==> src/rtl/regfile_dump_unit.sv <==
// Sweeps the register file two registers per fetch and streams every register out as an (addr, data) word.
// Latency: start at edge 0 -> done during cycle 3*NUM_REGS/2+1 with no stalls; out_valid/out_addr/out_data hold while out_ready is low.
// Build option REGDUMP_SKIP_R0_EN: pair 0 skips SEND_A so register 0 is never emitted.
module regfile_dump_unit #(
  parameter int NUM_REGS   = 32,
  parameter int ADDR_WIDTH = 5,
  parameter int DATA_WIDTH = 32
) (
  input  logic                  clock,
  input  logic                  reset,
  input  logic                  start,
  output logic [ADDR_WIDTH-1:0] read_reg_a_addr,
  output logic [ADDR_WIDTH-1:0] read_reg_b_addr,
  input  logic [DATA_WIDTH-1:0] reg_a_data_in,
  input  logic [DATA_WIDTH-1:0] reg_b_data_in,
  output logic                  out_valid,
  input  logic                  out_ready,
  output logic [ADDR_WIDTH-1:0] out_addr,
  output logic [DATA_WIDTH-1:0] out_data,
  output logic                  busy,
  output logic                  done
);

  localparam int IDX_W = ADDR_WIDTH - 1;
  localparam logic [IDX_W-1:0] LAST_IDX = IDX_W'(NUM_REGS / 2 - 1);

  localparam logic [2:0] S_IDLE   = 3'd0;
  localparam logic [2:0] S_FETCH  = 3'd1;
  localparam logic [2:0] S_SEND_A = 3'd2;
  localparam logic [2:0] S_SEND_B = 3'd3;
  localparam logic [2:0] S_DONE   = 3'd4;

  logic [2:0]            state_q, state_d;
  logic [IDX_W-1:0]      idx_q, idx_d;
  logic [DATA_WIDTH-1:0] buf_a_q, buf_a_d;
  logic [DATA_WIDTH-1:0] buf_b_q, buf_b_d;

  always_comb begin
    state_d = state_q;
    idx_d   = idx_q;
    buf_a_d = buf_a_q;
    buf_b_d = buf_b_q;
    case (state_q)
      S_IDLE: begin
        if (start) begin
          state_d = S_FETCH;
          idx_d   = '0;
        end
      end
      S_FETCH: begin
        // Both halves of the pair are snapshotted here; later register writes cannot leak in.
        buf_a_d = reg_a_data_in;
        buf_b_d = reg_b_data_in;
`ifdef REGDUMP_SKIP_R0_EN
        state_d = (idx_q == '0) ? S_SEND_B : S_SEND_A;
`else
        state_d = S_SEND_A;
`endif
      end
      S_SEND_A: begin
        if (out_ready) state_d = S_SEND_B;
      end
      S_SEND_B: begin
        if (out_ready) begin
          if (idx_q == LAST_IDX) begin
            state_d = S_DONE;
          end else begin
            idx_d   = idx_q + IDX_W'(1);
            state_d = S_FETCH;
          end
        end
      end
      S_DONE: begin
        state_d = S_IDLE;
        idx_d   = '0;
      end
      default: begin
        state_d = S_IDLE;
        idx_d   = '0;
      end
    endcase
  end

  always_ff @(posedge clock or negedge reset) begin
    if (!reset) begin
      state_q <= S_IDLE;
      idx_q   <= '0;
      buf_a_q <= '0;
      buf_b_q <= '0;
    end else begin
      state_q <= state_d;
      idx_q   <= idx_d;
      buf_a_q <= buf_a_d;
      buf_b_q <= buf_b_d;
    end
  end

  // Outputs decode straight from state so an asynchronous reset drops them immediately.
  assign read_reg_a_addr = {idx_q, 1'b0};
  assign read_reg_b_addr = {idx_q, 1'b1};
  assign out_valid       = (state_q == S_SEND_A) || (state_q == S_SEND_B);
  assign out_addr        = {idx_q, (state_q == S_SEND_B)};
  assign out_data        = (state_q == S_SEND_B) ? buf_b_q : buf_a_q;
  assign busy            = (state_q != S_IDLE);
  assign done            = (state_q == S_DONE);

endmodule

==> config.mk <==
export PLATFORM = sky130hd
export DESIGN_NAME = regfile_dump_unit
export DESIGN_NICKNAME = d
export VERILOG_FILES = /design/src/rtl/regfile_dump_unit.sv
export SDC_FILE = /design/constraint.sdc
export NUM_CORES = 1
export LEC_CHECK = 0
export BUFFER_PORTS_ARGS = -buffer_cell sky130_fd_sc_hd__clkbuf_2
export CAP_MARGIN = 20
export CORE_AREA = 2 2 87 80
export CTS_CLUSTER_DIAMETER = 50
export DETAILED_ROUTE_END_ITERATION = 7
export DIE_AREA = 0 0 89 82
export MAX_ROUTING_LAYER = met4
export PLACE_DENSITY_LB_ADDON = 0.12
export SETUP_SLACK_MARGIN = 0.5
export SYNTH_ARGS = -nofsm -noshare
export SYNTH_HDL_FRONTEND = slang
export SYNTH_SLANG_ARGS = --single-unit
==> constraint.sdc <==
create_clock -name clock -period 2.8 [get_ports clock]
set_input_delay 0.28 -clock clock [delete_from_list [all_inputs] [get_ports clock]]
set_output_delay 0.28 -clock clock [all_outputs]
set_load 0.01 [all_outputs]
* Word-level counts from Yosys, hierarchy flattened
Cells that the tools add are included.
** Word-level totals
- Flip-flop bits (word level) :: 71
- Input port bits :: 68
- Output and inout bits :: 50
- Logic and storage cells :: 31
** Operators by class
- Add/sub/neg operators :: 1
- Equality and inequality tests :: 9
- Mux-type cells :: 10
- Bitwise logic cells :: 1
- Reductions and logical operators :: 6
** Operators by type and width (count)
- $mux W32 :: 1
- $mux W3 :: 4
- $mux W4 :: 3
- $pmux W3 S4 :: 1
- $pmux W4 S3 :: 1
- $ne A2 B2 Y1 const B :: 4
- $eq A3 B2 Y1 const B :: 2
- $add A4 B1 Y4 const B :: 1
- $eq A4 B4 Y1 const B :: 1
- $reduce_and A4 Y1 :: 1
- $eq A3 B1 Y1 const B :: 1
- $eq A3 B3 Y1 const B :: 1
- $logic_not A3 Y1 :: 1
- $reduce_and A3 Y1 :: 1
- $reduce_bool A3 Y1 :: 1
- $reduce_or A2 Y1 :: 1
- $logic_or A1 B1 Y1 :: 1
- $not A1 Y1 :: 1

* Depth between registers and ports, before layout
- Depth in word-level cells :: 4
- Gate-level depth with buffers :: 4
- Gate-level depth less buffers :: 4

* Least setup slack after synthesis
Ideal clock, no wire load.
- Path kind :: reg-to-output
- Start point :: register state_q[1]
- End point :: output port out_data[10]
- Arrival time :: 1.160 ns
- Data required time :: 2.520 ns
- Path slack :: 1.360 ns
- Cell stages (with the launch flop) :: 4
- Buffers on the path :: 1
- Cell sequence :: dfrtp_1 > nand3b_2 > buf_2 > mux2_2
** On the way
- Cells in the longest elaborated chain, start to end :: 2
** RTL lines
- from (decl) :: line 33 : logic [2:0] state_q, state_d;
- from (signal assigned) :: line 91 : state_q <= state_d;
- $eq A3 B2 Y1 :: line 103 : assign out_data = (state_q == S_SEND_B) ? buf_b_q : buf_a_q;
- $mux W32 :: line 103
- to (decl) :: line 19 : output logic [DATA_WIDTH-1:0] out_data,
Every way passes these cells.

* Worst setup path in the final report
- Start point :: register state_q[0]
- End point :: output port out_data[29]
The elaborated chain is that of the path after synthesis.

==> results.cfg <==
[status]
outcome = finished clean

[global_routing]
grt_use_total_pct = 18.47
grt_max_degree = 39
grt.overflow.total = 0
grt_first_pass_wirelength_um = 9873
antenna_found_initial = 0
grt_pass1_vias = 2113

[die]
dieArea_um2 = 7298
pin_count = 118
die_h_um = 82
rows = 28
initial_core_util_pct = 51.18
core-area_um2 = 6446
die_w_um = 89

[final_layout]
fin_util_pct = 63.53
area_delta_synth_final_pct = 24.12
fillers = 554
finalNetCount = 403
diodes = 0
seqCellArea_um2 = 1779
drive_gt1_share_pct = 70.50
multi_input_area_um2 = 1338

[detailed_routing]
drc_errors = 0
route.met2.wl_um = 2716
highest_layer = met4
ant_nets = 0
routed_wl_um = 6190
wl_met1_um = 2916
dr_total_vias = 2130
met3WireLength_um = 461
wl_per_cell_um = 14.43
dr.pass1.iters = 4
vias_per_cell = 4.965
drt_iter0_markers = 68

[placed_design]
dp_hpwl_um = 4371
place.gp.congestion = 0.7763
numPortBuffers = 115

[synth]
netlist_area_um2 = 3299
synth-seq-area-share_pct = 53.85
ys_ff_latch = 71
synth_cell_type_count = 30
netlist_instances = 227
syn_area_per_cell_um2 = 14.53
syn-num-nets = 296
ys_warn_count = 0

[worst_setup_path]
end_kind = primary output
arrival_ns = 1.89
cp.required_ns = 2.52
path_class = reg -> out
crit_fanout = 19
cp-start-kind = flop

[sta]
slew_violations = 0
max_freq_mhz = 461.2
fin_setup_tns_ns = 0
min_period_ns = 2.168
finalClockSkew_ns = 0.007350
slew_headroom_pct = 49.23
rsz0062_at_grt = false
min_period_over_period_pct = 77.44
finalSetupViolCount = 0
worst_pin_slew_ns = 0.7616
finalHoldViolCount = 0

[power_and_ir_drop]
power.density_nw_per_um2 = 1261
vdd_drop_max_mv = 0.6594
leakage_uw = 0.001928

[clock_network]
clock_sinks = 71
ctsRootBufferMaster = clkbuf_8
cts_setup_buffers = 0
clk_latency_ns = 0.34
cts_resized = 1
cts_buffers = 9
cts_tree = built
cts_max_level = 3
hold_buffers = 0
clock_path_buffers = 2
clk_pin_slew_ns = 0.07

[job]
drv_cap = 0

[min_path]
hold_path.class = in -> async
final cells by class:
class	instances	area share (%)
clock buffer	11	3.697
clock inverter	5	1.955
inverter	1	0.09166
multi-input combinational	132	32.66
sequential	71	43.45
tap	90	2.750
timing repair buffer	119	15.40
flip-flops by register name (all words and copies together), names as in the netlist:
name     cells
buf_a_q     32
idx_q        4
buf_b_q     32
state_q      3
per-stage QoR:
stage / area, µm² / hold WS (ns) / total power, µW / std cells / setup WS (ns)
CTS: 4093 / 0.03274 / 5240 / 429 / 0.5376
detailed placement: 3852 / 0.3973 / 4279 / 413 / 0.7200
finish: 4095 / 0.009806 / 5165 / 429 / 0.6317
floorplan: 3299 / -0.01559 / 3628 / 227 / 1.360
global route: 4095 / 0.08371 / 5529 / 429 / 0.5345
global placement: 3852 / 0.4121 / 4227 / 413 / 0.7279
final timing paths:
| kind | from | to | slack, ns | depth (start not counted) |
|---|---|---|---|---|
| max in group asynchronous | reset | buf_b_q[22]$_DFFE_PN0P_ | 2.13 | 2 |
| min reg2reg | buf_b_q[8]$_DFFE_PN0P_ | buf_b_q[8]$_DFFE_PN0P_ | 0.50 | 1 |
| min in group clock | reg_a_data_in[22] | buf_a_q[22]$_DFFE_PN0P_ | 0.17 | 2 |
| min | reset | buf_b_q[26]$_DFFE_PN0P_ | 0.01 | 1 |
| max | state_q[0]$_DFFE_PN0P_ | out_data[29] | 0.63 | 4 |
| max reg2reg | state_q[0]$_DFFE_PN0P_ | buf_a_q[16]$_DFFE_PN0P_ | 1.00 | 3 |
routing by layer:
layer  up-vias  GRT usage [%]
li1       1018              -
met1      1031          24.68
met2        72          26.87
met3         9          5.126
met4         0          7.164
met5         -              -
worst max-delay path, stage by stage (launching register included):
cell	delay [ns]
dfrtp_1	0.57
nand3b_4	0.29
buf_12	0.26
mux2_2	0.29
clkbuf_2	0.13
cell usage after synthesis:
master,count,area (µm²)
or3b_4,1,11.26
o211ai_1,3,22.52
mux2_2,96,1081
or3_2,1,7.510
nand3b_2,1,11.26
or3_1,2,12.51
nor3b_1,2,15.01
a2111oi_0,1,8.760
nand2b_1,1,6.260
nand2_1,1,3.750
nor2b_1,1,6.260
buf_4,12,90.09
o21ai_0,1,5.000
conb_1,2,7.510
nor2_1,3,11.26
mux2i_1,1,10.01
dfrtp_1,71,1777
buf_6,8,90.09
inv_1,1,3.750
ha_1,1,12.51
buf_2,3,15.01
and2_1,1,6.260
nand3_1,2,10.01
a21oi_1,1,5.000
nand3b_1,1,7.510
nand4b_1,2,17.52
and3_2,2,15.01
a31oi_1,2,12.51
nand4_1,2,12.51
nor3_1,1,5.000
placed cells by master, fill, tap and decap left out, drive strengths merged:
| cell type | synthesis | routed |
|---|---|---|
| nor3 | 1 | 1 |
| or3 | 3 | 3 |
| nand2b | 1 | 1 |
| clkbuf | 0 | 125 |
| mux2i | 1 | 1 |
| and2 | 1 | 1 |
| o211ai | 3 | 3 |
| a31oi | 2 | 2 |
| clkinv | 0 | 1 |
| or3b | 1 | 1 |
| nand4 | 2 | 2 |
| nand2 | 1 | 1 |
| a2111oi | 1 | 1 |
| buf | 23 | 5 |
| o21ai | 1 | 1 |
| bufinv | 0 | 2 |
| nand4b | 2 | 2 |
| inv | 1 | 1 |
| nand3b | 2 | 2 |
| mux2 | 96 | 96 |
| nand3 | 2 | 2 |
| a21oi | 1 | 1 |
| ha | 1 | 1 |
| clkinvlp | 0 | 2 |
| nor2b | 1 | 1 |
| conb | 2 | 2 |
| nor3b | 2 | 2 |
| dfrtp | 71 | 71 |
| and3 | 2 | 2 |
| nor2 | 3 | 3 |
kinds of logic after synthesis:
family	count (synthesis)	synth area share, %
fa+ha+maj	1	0.3792
flops	71	53.85
compound gates	8	1.630
mux	97	33.07
simple gates	24	4.816
other cells	2	0.2276
buf+inv	24	6.030
report_power, final:
part	leakage (µW)	internal, µW	switching [µW]	total [µW]
Combinational	0.000979	1360	1010	2360
Sequential	0.000837	1550	320	1870
Clock	0.000112	549	381	930
(Power assumes the default switching activity.)
